`src/rtl/sfu_pair_dispatch.sv`:
```
// sfu_pair_dispatch: consumer end of the sfu_check interface.
// Takes a checked sample pair and issues it to two SFU lanes through one
// registered output stage. A pair flagged as targeting the same SFU is split
// into two beats, lane 0 first and lane 1 second, so that no SFU receives two
// samples in the same cycle. The stage uses valid/ready backpressure.
module sfu_pair_dispatch #(
  parameter int DATA_WIDTH  = 8,
  parameter int LABEL_WIDTH = 4,
  parameter int CNT_WIDTH   = 16
) (
  input  logic                   clk,
  input  logic                   rst,
  input  logic                   x_valid,
  output logic                   x_ready,
  input  logic [DATA_WIDTH-1:0]  x_0,
  input  logic [DATA_WIDTH-1:0]  x_1,
  input  logic [LABEL_WIDTH-1:0] x_label_0,
  input  logic [LABEL_WIDTH-1:0] x_label_1,
  input  logic                   flag_same_sfu,
  input  logic                   y_ready,
  output logic [DATA_WIDTH-1:0]  y_0,
  output logic [DATA_WIDTH-1:0]  y_1,
  output logic [LABEL_WIDTH-1:0] y_label_0,
  output logic [LABEL_WIDTH-1:0] y_label_1,
  output logic                   y_valid_0,
  output logic                   y_valid_1,
  output logic [CNT_WIDTH-1:0]   split_cnt
);

  typedef enum logic {PASS = 1'b0, SPLIT = 1'b1} state_t;

  state_t                 state_q;
  logic [DATA_WIDTH-1:0]  y_0_q, y_1_q;
  logic [LABEL_WIDTH-1:0] y_label_0_q, y_label_1_q;
  logic                   y_valid_0_q, y_valid_1_q;
  logic [DATA_WIDTH-1:0]  hold_data_q;
  logic [LABEL_WIDTH-1:0] hold_label_q;
  logic [CNT_WIDTH-1:0]   split_cnt_q, split_cnt_d;

  logic occupied;
  logic retire;
  logic accept;

  // Counter increment that sticks at all-ones instead of wrapping.
  function automatic logic [CNT_WIDTH-1:0] sat_inc(input logic [CNT_WIDTH-1:0] v);
    logic [CNT_WIDTH-1:0] one;
    one = {{(CNT_WIDTH-1){1'b0}}, 1'b1};
    return (&v) ? v : v + one;
  endfunction

  // The output beat frees up when it is empty or when downstream takes it.
  // An empty beat always counts as freeing up, so a beat that was never
  // occupied never holds off the next load.
  assign occupied    = y_valid_0_q | y_valid_1_q;
  assign retire      = !occupied || y_ready;
  assign x_ready     = (state_q == PASS) && retire;
  assign accept      = x_valid && x_ready;
  assign split_cnt_d = sat_inc(split_cnt_q);

  // Dispatch FSM together with the registered output beat and the hold register.
  always_ff @(posedge clk or posedge rst) begin
    if (rst) begin
      state_q      <= PASS;
      y_0_q        <= '0;
      y_1_q        <= '0;
      y_label_0_q  <= '0;
      y_label_1_q  <= '0;
      y_valid_0_q  <= 1'b0;
      y_valid_1_q  <= 1'b0;
      hold_data_q  <= '0;
      hold_label_q <= '0;
      split_cnt_q  <= '0;
    end else if (state_q == PASS) begin
      if (accept) begin
        y_0_q       <= x_0;
        y_label_0_q <= x_label_0;
        y_valid_0_q <= 1'b1;
        if (flag_same_sfu) begin
          // Lane 0 goes out now. Lane 1 waits in the hold register for the next beat.
          y_valid_1_q  <= 1'b0;
          hold_data_q  <= x_1;
          hold_label_q <= x_label_1;
          split_cnt_q  <= split_cnt_d;
          state_q      <= SPLIT;
        end else begin
          y_1_q       <= x_1;
          y_label_1_q <= x_label_1;
          y_valid_1_q <= 1'b1;
        end
      end else if (retire) begin
        // Nothing new to load. Drop the valids and keep data/labels as they were.
        y_valid_0_q <= 1'b0;
        y_valid_1_q <= 1'b0;
      end
    end else begin
      // SPLIT: the lane-0 beat is always occupied here, so it advances only on y_ready.
      if (y_ready) begin
        y_1_q       <= hold_data_q;
        y_label_1_q <= hold_label_q;
        y_valid_0_q <= 1'b0;
        y_valid_1_q <= 1'b1;
        state_q     <= PASS;
      end
    end
  end

  assign y_0       = y_0_q;
  assign y_1       = y_1_q;
  assign y_label_0 = y_label_0_q;
  assign y_label_1 = y_label_1_q;
  assign y_valid_0 = y_valid_0_q;
  assign y_valid_1 = y_valid_1_q;
  assign split_cnt = split_cnt_q;

endmodule

```
`config.mk`:
```
export PLATFORM = sky130hd
export DESIGN_NAME = sfu_pair_dispatch
export DESIGN_NICKNAME = d
export VERILOG_FILES = /design/src/rtl/sfu_pair_dispatch.sv
export SDC_FILE = /design/constraint.sdc
export NUM_CORES = 1
export LEC_CHECK = 0
export CAP_MARGIN = 10
export CORE_MARGIN = 4
export CORE_UTILIZATION = 53
export CTS_BUF_LIST = sky130_fd_sc_hd__clkbuf_8
export DETAILED_ROUTE_END_ITERATION = 16
export PLACE_DENSITY_LB_ADDON = 0.15
export SLEW_MARGIN = 10
export SYNTH_ARGS = -nofsm -noshare
export SYNTH_HDL_FRONTEND = slang
export SYNTH_SLANG_ARGS = --single-unit
```
`constraint.sdc`:
```
create_clock -name clk -period 3.1 [get_ports clk]
set_clock_uncertainty 0.05 [all_clocks]
set_input_delay 0.465 -clock clk [delete_from_list [all_inputs] [get_ports clk]]
set_output_delay 0.465 -clock clk [all_outputs]
set_load 0.01 [all_outputs]
```
# Word-level counts from Yosys, hierarchy flattened
# Index checks and enable logic that the tools add are counted.
# op_classes
addsub	1
n_eq_ne	2
muxes	20
bitwise	3
reduce_logical	12
# op_table
op	n
$mux W8	4
$add A16 B1 Y16 const B	1
$mux W4	4
$reduce_and A16 Y1	1
$mux W1	12
$reduce_and A3 Y1	2
$reduce_and A2 Y1	2
$reduce_and A4 Y1	1
$reduce_bool A3 Y1	1
$logic_and A1 B1 Y1	2
$ne A2 B1 Y1 const B	1
$ne A2 B2 Y1 const B	1
$not A1 Y1	2
$reduce_bool A2 Y1	1
$logic_not A1 Y1	1
$logic_or A1 B1 Y1	1
$or A1 B1 Y1	1
# totals
register_bits	55
in_bits	29
elab_cells	48

# Logic depth before layout (Yosys ltp)
# depth
depth_word	7
mapped_depth	6
ltp_nobuf	5

# Worst setup path before layout
# Ideal clock, no wire load.
# synth_path
kind	register to register
start	register split_cnt_q[0], in the netlist split_cnt[0]
end	register split_cnt_q[1], in the netlist split_cnt[1]
t_arrival_ns	1.499
setup_slack_ns	1.426
path_stages_with_launch	6
cell_sequence	dfrtp_1 > ha_1 > nand4_1 > nor4b_4 > nor2_1 > mux2_4
# synth_via
elab_chain_len	3
# synth_rtl
item	line	source
start: declaration	38	logic [CNT_WIDTH-1:0] split_cnt_q, split_cnt_d;
start signal: assignment	83	split_cnt_q <= split_cnt_d;
parallel branches: the longest is 3 deep, another holds $add A16 B1 Y16	--	
# Several ways; the timed one is not identified.
# A chain may end at the register's enable or synchronous reset.

# Worst setup path in the final report
# layout_path
start	input port y_ready
end	output port x_ready
# layout_via
elab_chain_len	2
# layout_rtl
item	line	source
start: declaration	20	input logic y_ready,
$logic_or A1 B1 Y1	55	assign retire = !occupied || y_ready;
$logic_and A1 B1 Y1	56	assign x_ready = (state_q == PASS) && retire;
end: declaration	14	output logic x_ready,
# Every way passes these cells.

==> impl_metrics.tcl <==
set metrics [dict create \
    core_sq_um 4470 \
    finalHoldViolCount 0 \
    h-tree-depth 2 \
    grt_overflow 0 \
    critPathKind "input pin to primary output" \
    min_path_type "input pin to async pin" \
    dp_hpwl_microns 3730 \
    path_cells "clkdlybuf4s50_1 -> o21bai_4 -> and2_1 -> clkdlybuf4s50_1" \
    chipHeight_microns 77.1 \
    die-width_microns 77.1 \
    yosys-top-cells-area "dfrtp_1, mux2_2, xor2_1" \
    timing.critical_path.buf_inv 2 \
    synthToLayoutAreaGrowth_pct 33.8 \
    clock_path_buffers 2 \
    instances_no_fill 308 \
    synth_edf_count 0 \
    gp_congestion 0.743 \
    numClockSinks 55 \
    fmax_mhz 423 \
    root_buffer "clkbuf_8" \
    num-nets-final 285 \
    drive_above_1_share_pct 31.6 \
    period_needed_ps 2370 \
    finalWorstSetupSlack_ps 734 \
    drt_iter0_markers 86 \
    wirelength_microns 5010 \
    final.setup.tns_ps 0 \
    p_leak_nw 1.48 \
    drt_drc_violations_left 0 \
    critical-path-max-stage-delay_ps 530 \
    syn_area_sq_um 2530 \
    post_cts_resized 0 \
    pre_cts_slack_ps 645 \
    rsz0062_at_grt "no" \
    met2_usage_pct 29.4 \
    num_rows 24 \
    fill_cells 304 \
    total_power_mw 2.26 \
    period_share_pct 76.3 \
    ir_drop_uv 483 \
    ys_seq_elements 55 \
    io_pins 72 \
    start_util_pct 56.5 \
    ant_nets 0 \
    antenna_found_initial 0 \
    final_max_slew_viol_count 0 \
    worst_path_max_delay_cell "clkdlybuf4s50_1" \
    clk_latency_ps 300 \
    start_kind "input pin" \
    io_buffers 71 \
    finalSetupViolCount 0 \
    grt_pass1_vias 1706 \
    dieArea_sq_um 5940 \
    wl_per_cell_microns 16.3 \
    met3_usage_pct 4.45 \
    end_kind "primary output" \
    synthCells 177 \
    synth_top_area_share_pct 54.4 \
    arrival_ps 1850 \
    use_met1_pct 22.4 \
    cellPowerDensity_nw_per_um2 668 \
    maxCapViolCount 0 \
    synth.distinct_cells 32 \
    yosysMostFrequentCell "dfrtp_1" \
    clk_pin_slew_ps 90 \
    routed_via_density 5.43 \
    grt_usage_pct 17.7 \
    synthTopCellsByCount "dfrtp_1, mux2_2, xor2_1" \
    ctsHoldBuffers 0 \
    synthFlopType "dfrtp_1" \
    post-cts-setup-buffers 0 \
    vias 1672 \
    yosys_warnings 0 \
    post-route-cell-area_sq_um 3380 \
    fin_util_pct 75.6 \
    grt_max_degree 22 \
    cts_buffers 5 \
    cts_tree "built" \
    syn-num-nets 207 \
    diodes 0 \
    relSlewSlack_pct 73.8 \
    crit_fanout 4 \
    drtPass1Iterations 4 \
    busiest_layer "met2" \
    grt_pass1_wl_microns 8380 \
    dp.cells 300 \
    async_flop_share_pct 100 \
    holdWs_ps 405 \
    synth_area_per_cell_sq_um 14.3 \
    worst_path_most_repeated_cell "clkdlybuf4s50_1" \
    outcome "finished clean" \
    crit_required_ps 2580 \
    synth_top_area_cell "dfrtp_1" \
    cp_top_family "buffers and inverters" \
    seq_area_frac_synth_pct 54.4 \
    worst_pin_slew_ps 392 \
    dpl_cell_area_sq_um 3300 \
]
## final cells by class
type                            count  area (sq um)  area share (%)
Multi-Input combinational cell    111          1090            32.1
Inverter                            5          18.8           0.555
Timing Repair Buffer               77           756            22.3
Sequential cell                    55          1380            40.7
Clock buffer                        5          68.8            2.03
Clock inverter                      3          12.5           0.370
Tap cell                           52          65.1            1.92
## state kept, by name (all words and copies together), names as in the netlist
signal,flops
y_label_1,4
y_1,8
y_valid_1,1
y_label_0,4
hold_label_q,4
y_valid_0,1
y_0,8
state_q,1
split_cnt,16
hold_data_q,8
## placed cells by master, fill, tap and decap left out
cell / n
inv_2: 1
and3b_1: 1
o22ai_2: 1
clkinv_2: 1
buf_4: 6
nor4b_2: 1
mux2_2: 50
nand4_2: 1
nand4b_4: 1
clkbuf_8: 5
xor2_1: 12
mux2_4: 1
nand2_2: 1
ha_1: 1
clkdlybuf4s50_1: 71
nor3_1: 2
a21o_1: 1
and3_1: 2
nor4_2: 2
and4_1: 3
dfrtp_1: 55
nor3_2: 6
inv_1: 6
nand3_2: 1
o21ai_0: 3
nor4b_4: 1
and2_1: 1
nor2_1: 2
nand2_1: 4
o21bai_4: 1
xnor2_1: 1
nor3b_2: 1
nand4_1: 3
nand3_1: 7
## cell families after synthesis
| kind of cell | after synthesis | share of synthesized area [%] |
|---|---|---|
| xor+xnor | 13 | 4.50 |
| compound gates | 6 | 2.13 |
| simple gates | 40 | 13.0 |
| flops | 55 | 54.4 |
| fa+ha+maj | 1 | 0.494 |
| buf+inv | 11 | 2.62 |
| mux | 51 | 22.8 |
## path summary, 6_finish.rpt
path,slack (ps),depth (start not counted),end,startpoint
max,730,4,x_ready,y_ready
min,400,2,y_label_0[2]$_DFFE_PP0P_,rst
max reg2reg,1050,6,split_cnt[1]$_DFFE_PP0P_,split_cnt[0]$_DFFE_PP0P_
min reg2reg,460,1,hold_data_q[7]$_DFFE_PP0P_,hold_data_q[7]$_DFFE_PP0P_
max in group asynchronous,1960,3,split_cnt[10]$_DFFE_PP0P_,rst
min in group clk,460,1,hold_data_q[7]$_DFFE_PP0P_,hold_data_q[7]$_DFFE_PP0P_
## worst reg2reg max path, stage by stage, from the launching register on
cell and delay (ps):
dfrtp_1 440, ha_1 210, nand4_1 280, nor4b_4 290
buf_4 260, nor2_1 110, mux2_4 310
## metal layers
metal / routed length, microns / part of all wire (%)
met5: 0 / 0
met4: 70 / 1.4
met3: 279 / 5.6
met2: 2500 / 50
met1: 2160 / 43
## power breakdown
part	internal, mW	switching [mW]	leakage (nW)
combinational	0.522	0.293	0.765
clock	0.153	0.221	0.0505
sequential	0.930	0.144	0.666
No activity file was read; power rests on OpenSTA's default activity.
